File: src/rtl/slot_io_pkg.sv
// slot_io_pkg: state encodings and default timeout shared by the slot responder and dock-side benches
package slot_io_pkg;
  typedef enum logic [1:0] {IDLE, REQ, HOLD, DRAIN} state_t;
  localparam int TIMEOUT_DEF = 15;
endpackage

File: src/rtl/slot_io_timer.sv
// slot_io_timer: 8-bit saturating cycle counter with clear, enable and expiry flag
module slot_io_timer #(
  parameter int LIMIT = 15
)(
  input  logic clk,
  input  logic rst,
  input  logic clear,
  input  logic en,
  output logic expired
);
  logic [7:0] count;
  // expired is true in the cycle whose increment brings the count to LIMIT
  assign expired = count >= 8'(LIMIT - 1);
  always_ff @(posedge clk) begin
    if (rst || clear) count <= '0;
    else if (en && count != 8'hFF) count <= count + 8'd1;
  end
endmodule

File: src/rtl/slot_io_responder.sv
// slot_io_responder: dock I/O slot target bridging strobed bus cycles to a local req/ack register port
module slot_io_responder
  import slot_io_pkg::*;
#(
  parameter int ADDR_W  = 8,
  parameter int REG_AW  = 4,
  parameter int TIMEOUT = TIMEOUT_DEF
)(
  input  logic              clk,
  input  logic              rst,
  input  logic              cs_n,
  input  logic              iorq_n,
  input  logic              r_w_,
  input  logic [ADDR_W-1:0] addr,
  input  logic [7:0]        dbus_in,
  output logic [7:0]        dbus_out,
  output logic              dbus_oe,
  output logic              dev_ready_n,
  output logic              loc_req,
  output logic              loc_we,
  output logic [REG_AW-1:0] loc_addr,
  output logic [7:0]        loc_wdata,
  input  logic [7:0]        loc_rdata,
  input  logic              loc_ack,
  output logic              err_timeout
);
  state_t state, nxt;
  logic sel, armed, start, expired, cap, load_ff, set_err;
  logic [7:0] rd_reg;
  logic unused_addr;
  assign unused_addr = ^addr[ADDR_W-1:REG_AW];
  assign sel = !cs_n && !iorq_n;
  // armed remembers an idle cycle without select, so a held select never retriggers
  assign start = state == IDLE && sel && armed;
  assign loc_req = state == REQ || state == DRAIN;
  assign dev_ready_n = rst || !(sel && (state == IDLE || state == REQ));
  assign dbus_oe = !rst && state == HOLD && sel && r_w_;
  assign dbus_out = rd_reg;
  slot_io_timer #(.LIMIT(TIMEOUT)) u_timer (
    .clk(clk), .rst(rst), .clear(start), .en(loc_req), .expired(expired)
  );
  always_comb begin
    nxt = state;
    cap = 1'b0;
    load_ff = 1'b0;
    set_err = 1'b0;
    case (state)
      IDLE: nxt = start ? REQ : IDLE;
      REQ:
        if (loc_ack) begin
          nxt = sel ? HOLD : IDLE;
          cap = sel && !loc_we;
        end else if (!sel) nxt = DRAIN;
        else if (expired) begin
          nxt = HOLD;
          load_ff = 1'b1;
          set_err = 1'b1;
        end
      HOLD: nxt = sel ? HOLD : IDLE;
      DRAIN: begin
        nxt = (loc_ack || expired) ? IDLE : DRAIN;
        set_err = !loc_ack && expired;
      end
      default: nxt = IDLE;
    endcase
  end
  always_ff @(posedge clk) begin
    if (rst) begin
      state <= IDLE;
      armed <= 1'b0;
      loc_we <= 1'b0;
      loc_addr <= '0;
      loc_wdata <= '0;
      rd_reg <= 8'hFF;
      err_timeout <= 1'b0;
    end else begin
      state <= nxt;
      armed <= state == IDLE && !sel;
      if (start) begin
        loc_addr <= addr[REG_AW-1:0];
        loc_we <= !r_w_;
        loc_wdata <= dbus_in;
      end
      if (cap) rd_reg <= loc_rdata;
      else if (load_ff) rd_reg <= 8'hFF;
      err_timeout <= err_timeout || set_err;
    end
  end
endmodule

File: config.mk
export PLATFORM = sky130hd
export DESIGN_NAME = slot_io_responder
export DESIGN_NICKNAME = d
export VERILOG_FILES = /design/src/rtl/slot_io_pkg.sv /design/src/rtl/slot_io_timer.sv /design/src/rtl/slot_io_responder.sv
export SDC_FILE = /design/constraint.sdc
export NUM_CORES = 1
export LEC_CHECK = 0
export BUFFER_PORTS_ARGS = -buffer_cell sky130_fd_sc_hd__buf_4
export CORE_UTILIZATION = 48
export CTS_CLUSTER_SIZE = 28
export DETAILED_ROUTE_END_ITERATION = 6
export PLACE_DENSITY = 0.88
export SYNTH_ARGS = -nofsm -noshare
export SYNTH_HDL_FRONTEND = slang
export SYNTH_SLANG_ARGS = --single-unit
File: constraint.sdc
create_clock -name clk -period 1.9 [get_ports clk]
set_input_delay 0.475 -clock clk [delete_from_list [all_inputs] [get_ports clk]]
set_output_delay 0.475 -clock clk [all_outputs]
set_load 0.02 [all_outputs]
==> results.md, run 1 <==
* First-pass DRT Iterations at 4
* Ys flop type: dfxtp_1
* Hold buffers post-CTS at 0
* Final core utilization at 67.1%
* Hold/Removal Path Class: in -> reg
* Commonest cells after routing, fill and taps aside: buf_4 (58), dfxtp_1 (32), a21oi_1 (26)
* Worst vdd ir at 0.475 mV
* Total power at between 0.001 and 0.0015 W
* Post-DP HPWL at 2430 um
* Die width at 58.1 um
* Setup_tns at 0 ps
* PortBufs at 50
* CTS clk-pin slew, worst paths at 100 ps
* FF+latch count, synth at 33
* Seq/Total Area, Yosys at 43.7%
* Avg Cell Area, Syn at about 8.4 sq um
* Final worst path period share at approximately nine tenths
* Most common cell after layout, fill and taps aside: buf_4
* Drt total wl at 3580 um
* Async set-reset flop share out of synthesis at 0%
* Postcts setup bufs at 0
* Netlist cell types at 38
* Placed cell count at 268
* CP endpoint kind: output port
* Syn Inst Count at 181
* Clock buffer count from CTS at 5
* Final #Nets at ~260
* Sequential cell area at 662 sq um
* Layout cell share with drive strength beyond 1 at 31.5%
* Crit path max fanout at 7
* Worst-Skew Late Latency at 320 ps
* Post-synth EDFFs at 0
* Flop2flop setup slack at ~270 ps
* Max-cap viol count at 0
* Pwr/cell area at 698 nW/um^2
* Clock Tree Root: clkbuf_4
* # fillers at 246
* Resized cells post-CTS at 0
* Hold Fails Final Rpt at 0
* ANT cells at 0
* Area grow syn2layout at 34.3%
* Antenna-violating nets left at 0
* Core Region at 3030 sq um
* Final global-route overflow total at 0
* Max Fclk at 574 MHz
* Vias per std cell at 5.57
* CTS sink count at 33
* CTS tree: built
* Via count at about 1.5k
* # IOs at between 50 and 60
* Crit Path Class: reg -> out
* Wirelength per Cell at approximately 13 um
* Starting DRT DRC Count at 114
* Global-route wire length before repair at between 5000 and 6000 um
* Max-slew violations at 0
* RSZ-0062 raised after global routing: no
* Starting Density at 50.0%
* Status: finished clean
* Pin count of the biggest net entering global routing at 26
* Routability cong. at about 0.77
* Syn_nets at approximately 210
* Initial antenna violation count at 0
* H-tree Lvls at 2
* DR DRC count at 0
* Total die area at 3380 sq um
* Static leakage at 0.840 nW
* Die height at roughly 58 um
* Multi-input logic area at 776 sq um
* FP Rows at 20
* Slew of the pin with the lowest slew margin at 425 ps
* Worst Path Required at 1420 ps
* Max-slew headroom at 71.6%
* Clk_skew at a little over 9 ps
* Crit path DAT at around 1300 ps
* Min Tclk post-route at about 1700 ps
* GRT Total Usage at 22.0%
* Synth warnings at 0
* Worst setup SP type: flop
* Netlist Area Pre-Place at 1510 sq um
* Final setup viols at 0
* Non-filler instance count after layout at 276
* Deepest clock path buffer count at 2
* Vias in the first global route at 1281
## state kept, by name, indices dropped and copies added, names as in the netlist
| register | cells |
|---|---|
| state | 2 |
| err_timeout | 1 |
| loc_we | 1 |
| armed | 1 |
| u_timer.count | 8 |
| dbus_out | 8 |
| loc_addr | 4 |
| loc_wdata | 8 |
## logic make-up after synthesis
logic type                 after synthesis  share of synthesized area, %
AOI/OAI and AO/OA                       61                          25.6
DFF                                     33                          43.7
adders and majority gates                2                          1.65
and+or+nand+nor                         65                          24.1
buffers and inverters                   20                          5.05
## report_power, final
group          internal (W)  switching [W]
Combinational     0.0000747      0.0000869
Clock              0.000314       0.000229
Sequential         0.000704      0.0000100
## layer usage
| metal | track usage, % | part of all wire [%] | vias to the layer above |
|---|---|---|---|
| li1 | - | - | 781 |
| met1 | 29.2 | 46 | 696 |
| met2 | 35.6 | 48 | 55 |
| met3 | 4.91 | 5.0 | 4 |
| met4 | 7.14 | 1.1 | 0 |
| met5 | 0 | 0 | - |
## per-stage QoR
step / worst slack [ps] / cell area (sq um) / hold WS, ps
finish: 159 / 2030 / 345
global route: 49.9 / 2030 / 331
CTS: 134 / 2030 / 344
detailed placement: 163 / 1950 / 451
global placement: 192 / 1950 / 450
floorplan: 56.0 / 1510 / 506
## critical path, stage by stage, from the launching register on
cell     delay, ps
dfxtp_1        380
buf_4          180
nor3_1         210
buf_4          180
## cell usage after synthesis, drive strengths merged (2+ instances only)
| cell type | instances | area share, % |
|---|---|---|
| dfxtp | 33 | 44 |
| nand4 | 2 | 0.83 |
| nor4b | 2 | 1.2 |
| clkbuf | 11 | 2.7 |
| a21oi | 26 | 8.6 |
| nor2 | 12 | 3.0 |
| o2111a | 2 | 1.5 |
| and4 | 3 | 1.8 |
| o211a | 4 | 2.6 |
| and3 | 2 | 0.91 |
| inv | 5 | 1.2 |
| a211oi | 2 | 0.99 |
| o311ai | 2 | 1.7 |
| nand2 | 3 | 0.74 |
| nand3 | 16 | 5.3 |
| or4 | 3 | 1.7 |
| ha | 2 | 1.7 |
| o21ai | 14 | 4.6 |
| o211ai | 4 | 2.0 |
| nor4 | 2 | 1.2 |
| a31oi | 2 | 0.83 |
| buf | 4 | 1.1 |
| nor3 | 16 | 5.3 |
| o21bai | 2 | 0.99 |
## path summary, 6_finish.rpt
kind / start / cells past startpoint / end
min reg2reg: err_timeout / 2 / err_timeout
max reg2reg: u_timer.count[0] / 5 / state[1]
min: rst / 2 / state[1]
max: state[0] / 3 / dbus_oe
## area by class of cell
class                           instances  share of cell area [%]
Clock buffer                            7                    2.71
Sequential cell                        33                    32.6
Clock inverter                          1                    1.48
Multi-Input combinational cell        128                    38.2
Tap cell                               44                    2.71
Inverter                                5                   0.924
Timing Repair Buffer                   58                    21.4
No activity file was read; power rests on OpenSTA's default activity.
==> run 2, diff against run 1 <==
--- a/config.mk
+++ b/config.mk
@@ -5,11 +5,12 @@
 export SDC_FILE = /design/constraint.sdc
 export NUM_CORES = 1
 export LEC_CHECK = 0
-export BUFFER_PORTS_ARGS = -buffer_cell sky130_fd_sc_hd__buf_4
-export CORE_UTILIZATION = 48
+export ABC_AREA = 1
+export CORE_UTILIZATION = 49
 export CTS_CLUSTER_SIZE = 28
 export DETAILED_ROUTE_END_ITERATION = 6
-export PLACE_DENSITY = 0.88
+export DONT_BUFFER_PORTS = 1
+export PLACE_DENSITY = 0.74
 export SYNTH_ARGS = -nofsm -noshare
 export SYNTH_HDL_FRONTEND = slang
 export SYNTH_SLANG_ARGS = --single-unit
==> results.md, run 2 <==
* Non-filler instance count after layout at 278 (+0.72%)
* Max Fclk at 564 MHz (-1.8%)
* R2R cell count at 10 (+5)
* Max-cap viol count at 0 (unchanged)
* GRT Total Usage at 18.4% (-3.6 points)
* Commonest cells after routing, fill and taps aside: nand2_1 (53), inv_1 (39), dfxtp_1 (33)
* Clock Tree Root: clkbuf_4
* Pin count of the biggest net entering global routing at 22 (-15%)
* Final worst path period share at 93.3% (+1.7 points)
* PortBufs at 0 (-100%)
* Max-slew violations at 0 (unchanged)
* DR DRC count at 0 (unchanged)
* Vias per std cell at 4.75 (-15%)
* Hold Fails Final Rpt at 0 (unchanged)
* Resized cells post-CTS at 0 (unchanged)
* Final setup viols at 0 (unchanged)
* Hold depth at 1 (-1)
* Setup_tns at 0 ps (unchanged)
* Crit Path Class: reg -> out
* Netlist Area Pre-Place at 1590 sq um (+4.9%)
* Seq/Total Area, Yosys at 41.6% (-2.0 points)
* Area grow syn2layout at 8.60%
* Worst vdd ir at 0.482 mV (+1.4%)
* Clock buffer count from CTS at 5 (unchanged)
* Static leakage at 0.775 nW (-7.7%)
* Critical path buffers and inverters at 1 (-1)
* Synth area leader: dfxtp_1
* Total die area at 3470 sq um (+2.6%)
* Initial antenna violation count at 0 (unchanged)
* FP Rows at 20 (unchanged)
* Post-synth EDFFs at 0 (unchanged)
* Comb power frac at 5.3% (-6.1 points)
* Starting DRT DRC Count at 28 (-75%)
* Via count at 1321 (-14%)
* Final global-route overflow total at 0 (unchanged)
* Routability cong. at 0.849 (+10%)
* CTS sink count at 33 (unchanged)
* Deepest clock path buffer count at 2 (unchanged)
* Avg Cell Area, Syn at 6.99 sq um (-16%)
* Design area at 1720 sq um (-15%)
* Placed cell count at 270 (+0.75%)
* Clock network fraction of total power at 40.3% (+2.0 points)
* Syn_nets at 259 (+22%)
* FF+latch count, synth at 33 (unchanged)
* Synth top area share at 41.6% (-2.0 points)
* Core Region at 3050 sq um (+0.83%)
* Worst-Skew Late Latency at 340 ps (+20 ps)
* Pwr/cell area at 788 nW/um^2 (+13%)
* Postcts setup bufs at 0 (unchanged)
* Synth cell count leaders: nand2_1 (53), inv_1 (39), dfxtp_1 (33), a21oi_1 (22)
* Psw at 0.000309 W (-5.1%)
* H-tree Lvls at 2 (unchanged)
* Seq pwr share at 54.4% (+4.0 points)
* Async set-reset flop share out of synthesis at 0% (unchanged)
* Switching share of power at 22.7% (-0.20 points)
* Wirelength per Cell at 10.3 um (-20%)
* Most common cell after layout, fill and taps aside: nand2_1
* CP endpoint kind: output port
* First-pass DRT Iterations at 4 (unchanged)
* Max-slew headroom at 81.0% (+9.4 points)
* Vias in the first global route at 1139 (-11%)
* Die width at 58.9 um (+1.3%)
* Min Tclk post-route at 1770 ps (+32.0 ps)
* Post-DP HPWL at 2170 um (-11%)
* Placed standard-cell area at 1640 sq um (-16%)
* Netlist cell types at 23 (-39%)
* Internal power at 0.00105 W (-4.0%)
* Top-count cell post-synth: nand2_1
* ANT cells at 0 (unchanged)
* R2R Path Start: u_timer.count[0]
* Starting Density at 52.0% (+2.0 points)
* Slew of the pin with the lowest slew margin at 285 ps (-140 ps)
* Max incr delay on CP at 500 ps (+120 ps)
* Critical path, cell by cell: nand3_1, nor3_1, buf_4
* Global-route wire length before repair at 4770 um (-17%)
* Layout cell share with drive strength beyond 1 at 10.3% (-21 points)
* Crit-path leading delay family: flip-flops
* Ys flop type: dfxtp_1
* Total power at 0.00136 W (-4.3%)
* Die height at 58.9 um (+1.3%)
* Hold/Removal Path Class: in -> reg
* Crit path max fanout at 6 (-1)
* Drt total wl at 2880 um (-20%)
* Worst setup SP type: flop
* Worst hold path startpoint: rst
* Ranking of synthesized cells by area: dfxtp_1 (42%), nand2_1 (13%), inv_1 (9.2%)
* CTS clk-pin slew, worst paths at 100 ps (about the same)
* Antenna-violating nets left at 0 (unchanged)
* Final #Nets at 265 (+0.76%)
* Clk_skew at 5.98 ps (-3.20 ps)
* Slowest cell on the critical path: dfxtp_1
* # IOs at 55 (unchanged)
* Worst Path Required at 1420 ps (about the same)
* Syn Inst Count at 227 (+25%)
* CTS tree: built
* Flop2flop setup slack at 420 ps (+150 ps)
* RSZ-0062 raised after global routing: no
* Hold buffers post-CTS at 0 (unchanged)
* Reg2reg end: dbus_out[3]
* Hold endpoint: state[0]
* Status: finished clean
* Synth warnings at 0 (unchanged)
* Crit path DAT at 1300 ps (+30 ps)
run 2: layout make-up:
class                           instances  area, sq um
Clock buffer                            7         55.1
Clock inverter                          1         30.0
Fill cell                             322         1330
Inverter                               40          153
Multi-Input combinational cell        147          724
Sequential cell                        33          661
Tap cell                               44         55.1
Timing Repair Buffer                    6         45.0
run 2: stage by stage:
step / setup WS (ps) / hold slack (ps) / utilization [%]
floorplan: 240 / 466 / -
global placement: 370 / 484 / 53.6
detailed placement: 370 / 491 / 53.6
CTS: 138 / 187 / 56.4
global route: 31.2 / 172 / 56.4
finish: 127 / 193 / 56.4
run 2: cell families (layout without fill, tap and decap cells):
family / count (synthesis) / count (layout) / synth area share (%)
XOR/XNOR: 2 / 2 / 1.10
buffers and inverters: 47 / 54 / 12.7
adder cells (fa/ha/maj): 2 / 2 / 1.58
AO/OA/AOI/OAI: 38 / 38 / 12.0
AND/OR/NAND/NOR: 105 / 105 / 31.0
flip-flops: 33 / 33 / 41.6
run 2: power groups by stage:
stage	Clock, W	Sequential, W	Combinational (W)
detailed placement	0	0.000755	0.0000734
CTS	0.000558	0.000739	0.0000731
finish	0.000548	0.000739	0.0000719
global route	0.000588	0.000741	0.0000827
floorplan	0	0.000751	0.0000604
global placement	0	0.000755	0.0000709
run 2: metal layers:
metal	share of wire, %	up-vias	GRT usage (%)	wire [um]
li1	-	716	-	-
met1	46	554	23.8	1340
met2	42	44	26.0	1200
met3	9.5	7	7.47	273
met4	2.3	0	10.2	65
met5	0	-	0	0
run 2: worst max-delay path by stage:
stage | startpoint | end | slack [ps] | cells after the start
2_1_floorplan | cs_n | dbus_oe | 240 | 3
3_3_place_gp | cs_n | u_timer.count[4] | 370 | 6
3_5_place_dp | cs_n | dbus_oe | 370 | 4
4_1_cts | state[1] | dbus_oe | 140 | 3
5_1_grt | state[1] | dbus_oe | 30 | 3
6_report | state[1] | dbus_oe | 130 | 3
==> run 3, diff against run 2 <==
--- a/config.mk
+++ b/config.mk
@@ -7,10 +7,12 @@
 export LEC_CHECK = 0
 export ABC_AREA = 1
 export CORE_UTILIZATION = 49
+export CTS_BUF_LIST = sky130_fd_sc_hd__clkbuf_4
 export CTS_CLUSTER_SIZE = 28
 export DETAILED_ROUTE_END_ITERATION = 6
 export DONT_BUFFER_PORTS = 1
 export PLACE_DENSITY = 0.74
+export SETUP_SLACK_MARGIN = 0.5
 export SYNTH_ARGS = -nofsm -noshare
 export SYNTH_HDL_FRONTEND = slang
 export SYNTH_SLANG_ARGS = --single-unit
==> results.md, run 3 (synthesis gave the netlist of run 2 again) <==
* Status: finished clean
* CTS clk-pin slew, worst paths at 90 ps (about the same)
* Clock Tree Root: clkbuf_4
* Initial antenna violation count at 0 (unchanged)
* Max-slew headroom at 80.8% (-0.18 points)
* Global-route wire length before repair at 4750 um (-0.42%)
* Antenna-violating nets left at 0 (unchanged)
* Max-slew violations at 0 (unchanged)
* Met3 wire length at 284 um (+4.0%)
* Slowest cell on the critical path: dfxtp_4
* Final global-route overflow total at 0 (unchanged)
* Final worst path period share at 82.2% (-11 points)
* FP Rows at 20 (unchanged)
* Metal-1 WL at 1430 um (+7.0%)
* Core Region at 3050 sq um (unchanged)
* Worst setup SP type: flop
* Clk_skew at 6.20 ps (+0.222 ps)
* Slew of the pin with the lowest slew margin at 286 ps (+0.852 ps)
* Hold Fails Final Rpt at 0 (unchanged)
* CTS sink count at 33 (unchanged)
* Worst Path Required at 1420 ps (about the same)
* Final #Nets at 271 (+2.3%)
* # IOs at 55 (unchanged)
* Final core utilization at 59.7% (+3.2 points)
* CTS tree: built
* Die width at 58.9 um (unchanged)
* Total die area at 3470 sq um (unchanged)
* Met2 routed WL at 1380 um (+15%)
* DR top layer: met4
* Crit-path leading delay family: flip-flops
* Hold buffers post-CTS at 0 (unchanged)
* Vias in the first global route at 1126 (-1.1%)
* Commonest cells after routing, fill and taps aside: nand2_1 (49), inv_1 (39), dfxtp_1 (29)
* Deepest clock path buffer count at 2 (unchanged)
* Die height at 58.9 um (unchanged)
* Static leakage at 0.798 nW (+3.0%)
* Drt total wl at 3110 um (+8.2%)
* RSZ-0062 raised after global routing: yes
* Via count at 1407 (+6.5%)
* Pin count of the biggest net entering global routing at 22 (unchanged)
* First-pass DRT Iterations at 4 (unchanged)
* Starting Density at 52.0% (unchanged)
* Wirelength per Cell at 11.0 um (+5.9%)
* Area grow syn2layout at 14.8%
* Pwr/cell area at 651 nW/um^2 (-17%)
* Routability cong. at 0.852 (+0.33%)
* DR DRC count at 0 (unchanged)
* GRT Total Usage at 18.3% (-0.077 points)
* Max incr delay on CP at 370 ps (-130 ps)
* Vias per std cell at 4.95 (+4.3%)
* Layout cell share with drive strength beyond 1 at 18.8% (+8.5 points)
* H-tree Lvls at 2 (unchanged)
* PortBufs at 0 (unchanged)
* Clock buffer count from CTS at 5 (unchanged)
* Crit Path Class: reg -> out
* Starting DRT DRC Count at 58 (+110%)
* Hold/Removal Path Class: in -> reg
* Post-DP HPWL at 2110 um (-2.8%)
* Critical path buffers and inverters at 1 (unchanged)
* CP endpoint kind: output port
* Critical path, cell by cell: inv_4, nand3_4, nor3_4
* Max-cap viol count at 0 (unchanged)
* Most common cell after layout, fill and taps aside: nand2_1
* Final setup viols at 0 (unchanged)
* Min Tclk post-route at 1560 ps (-212 ps)
* Max Fclk at 641 MHz (+14%)
* Crit path max fanout at 2 (-4)
* Worst vdd ir at 0.397 mV (-18%)
* Crit path DAT at 1090 ps (-210 ps)
* # fillers at 305 (-5.3%)
* Setup_tns at 0 ps (unchanged)
* Worst-Skew Late Latency at 330 ps (about the same)
* ANT cells at 0 (unchanged)
## run 3: cell count changes in the layout (fill, tap and decap cells not counted), moves of 3 or more
cell     previous run  this run
buf_4               6        10
dfxtp_1            33        29
dfxtp_4             0         3
nand2_1            53        49
nand2_2             0         3
nor2_1             18        15
## run 3: worst paths after layout
| path | slack [ps] | from | cells past startpoint | end |
|---|---|---|---|---|
| setup / recovery | 340 | state[0] | 3 | dbus_oe |
| hold / removal | 200 | rst | 1 | state[0] |
| setup reg to reg | 360 | state[1] | 7 | dbus_out[6] |
| hold reg to reg | 510 | u_timer.count[0] | 2 | u_timer.count[0] |
## run 3: cell type report
type | count | area [sq um] | share of cell area (%)
multi-input combinational | 147 | 793 | 43.5
sequential | 33 | 673 | 37.0
inverter | 40 | 153 | 8.38
timing repair buffer | 12 | 97.6 | 5.36
tap | 44 | 55.1 | 3.02
clock buffer | 5 | 37.5 | 2.06
clock inverter | 3 | 12.5 | 0.687
## run 3: where the power goes
group           total, W  switching, W  internal, W
Combinational  0.0000848     0.0000525    0.0000323
Sequential      0.000736     0.0000292     0.000706
Clock           0.000365      0.000232     0.000134
## run 3: timing repair
action	CTS	global route
setup buffers	8	0
setup endpoints to repair	23	31
resized for setup	8	16
gates cloned	0	0
pin swaps	3	2
## run 3: per-stage QoR
step / hold slack, ps / power [W] / area, sq um / setup slack (ps) / cells
6_report: 200 / 0.00119 / 1820 / 339 / 284
4_1_cts: 193 / 0.00119 / 1770 / 271 / 284
3_5_place_dp: 495 / 0.000827 / 1630 / 350 / 268
2_1_floorplan: 466 / 0.000812 / 1600 / 438 / 227
3_3_place_gp: 483 / 0.000825 / 1630 / 373 / 268
5_1_grt: 176 / 0.00124 / 1820 / 282 / 284
## run 3: routing by layer
metal	GRT usage, %	vias to the layer above
li1	-	734
met1	24.0	627
met2	26.3	44
met3	9.45	2
met4	5.10	0
met5	0	-
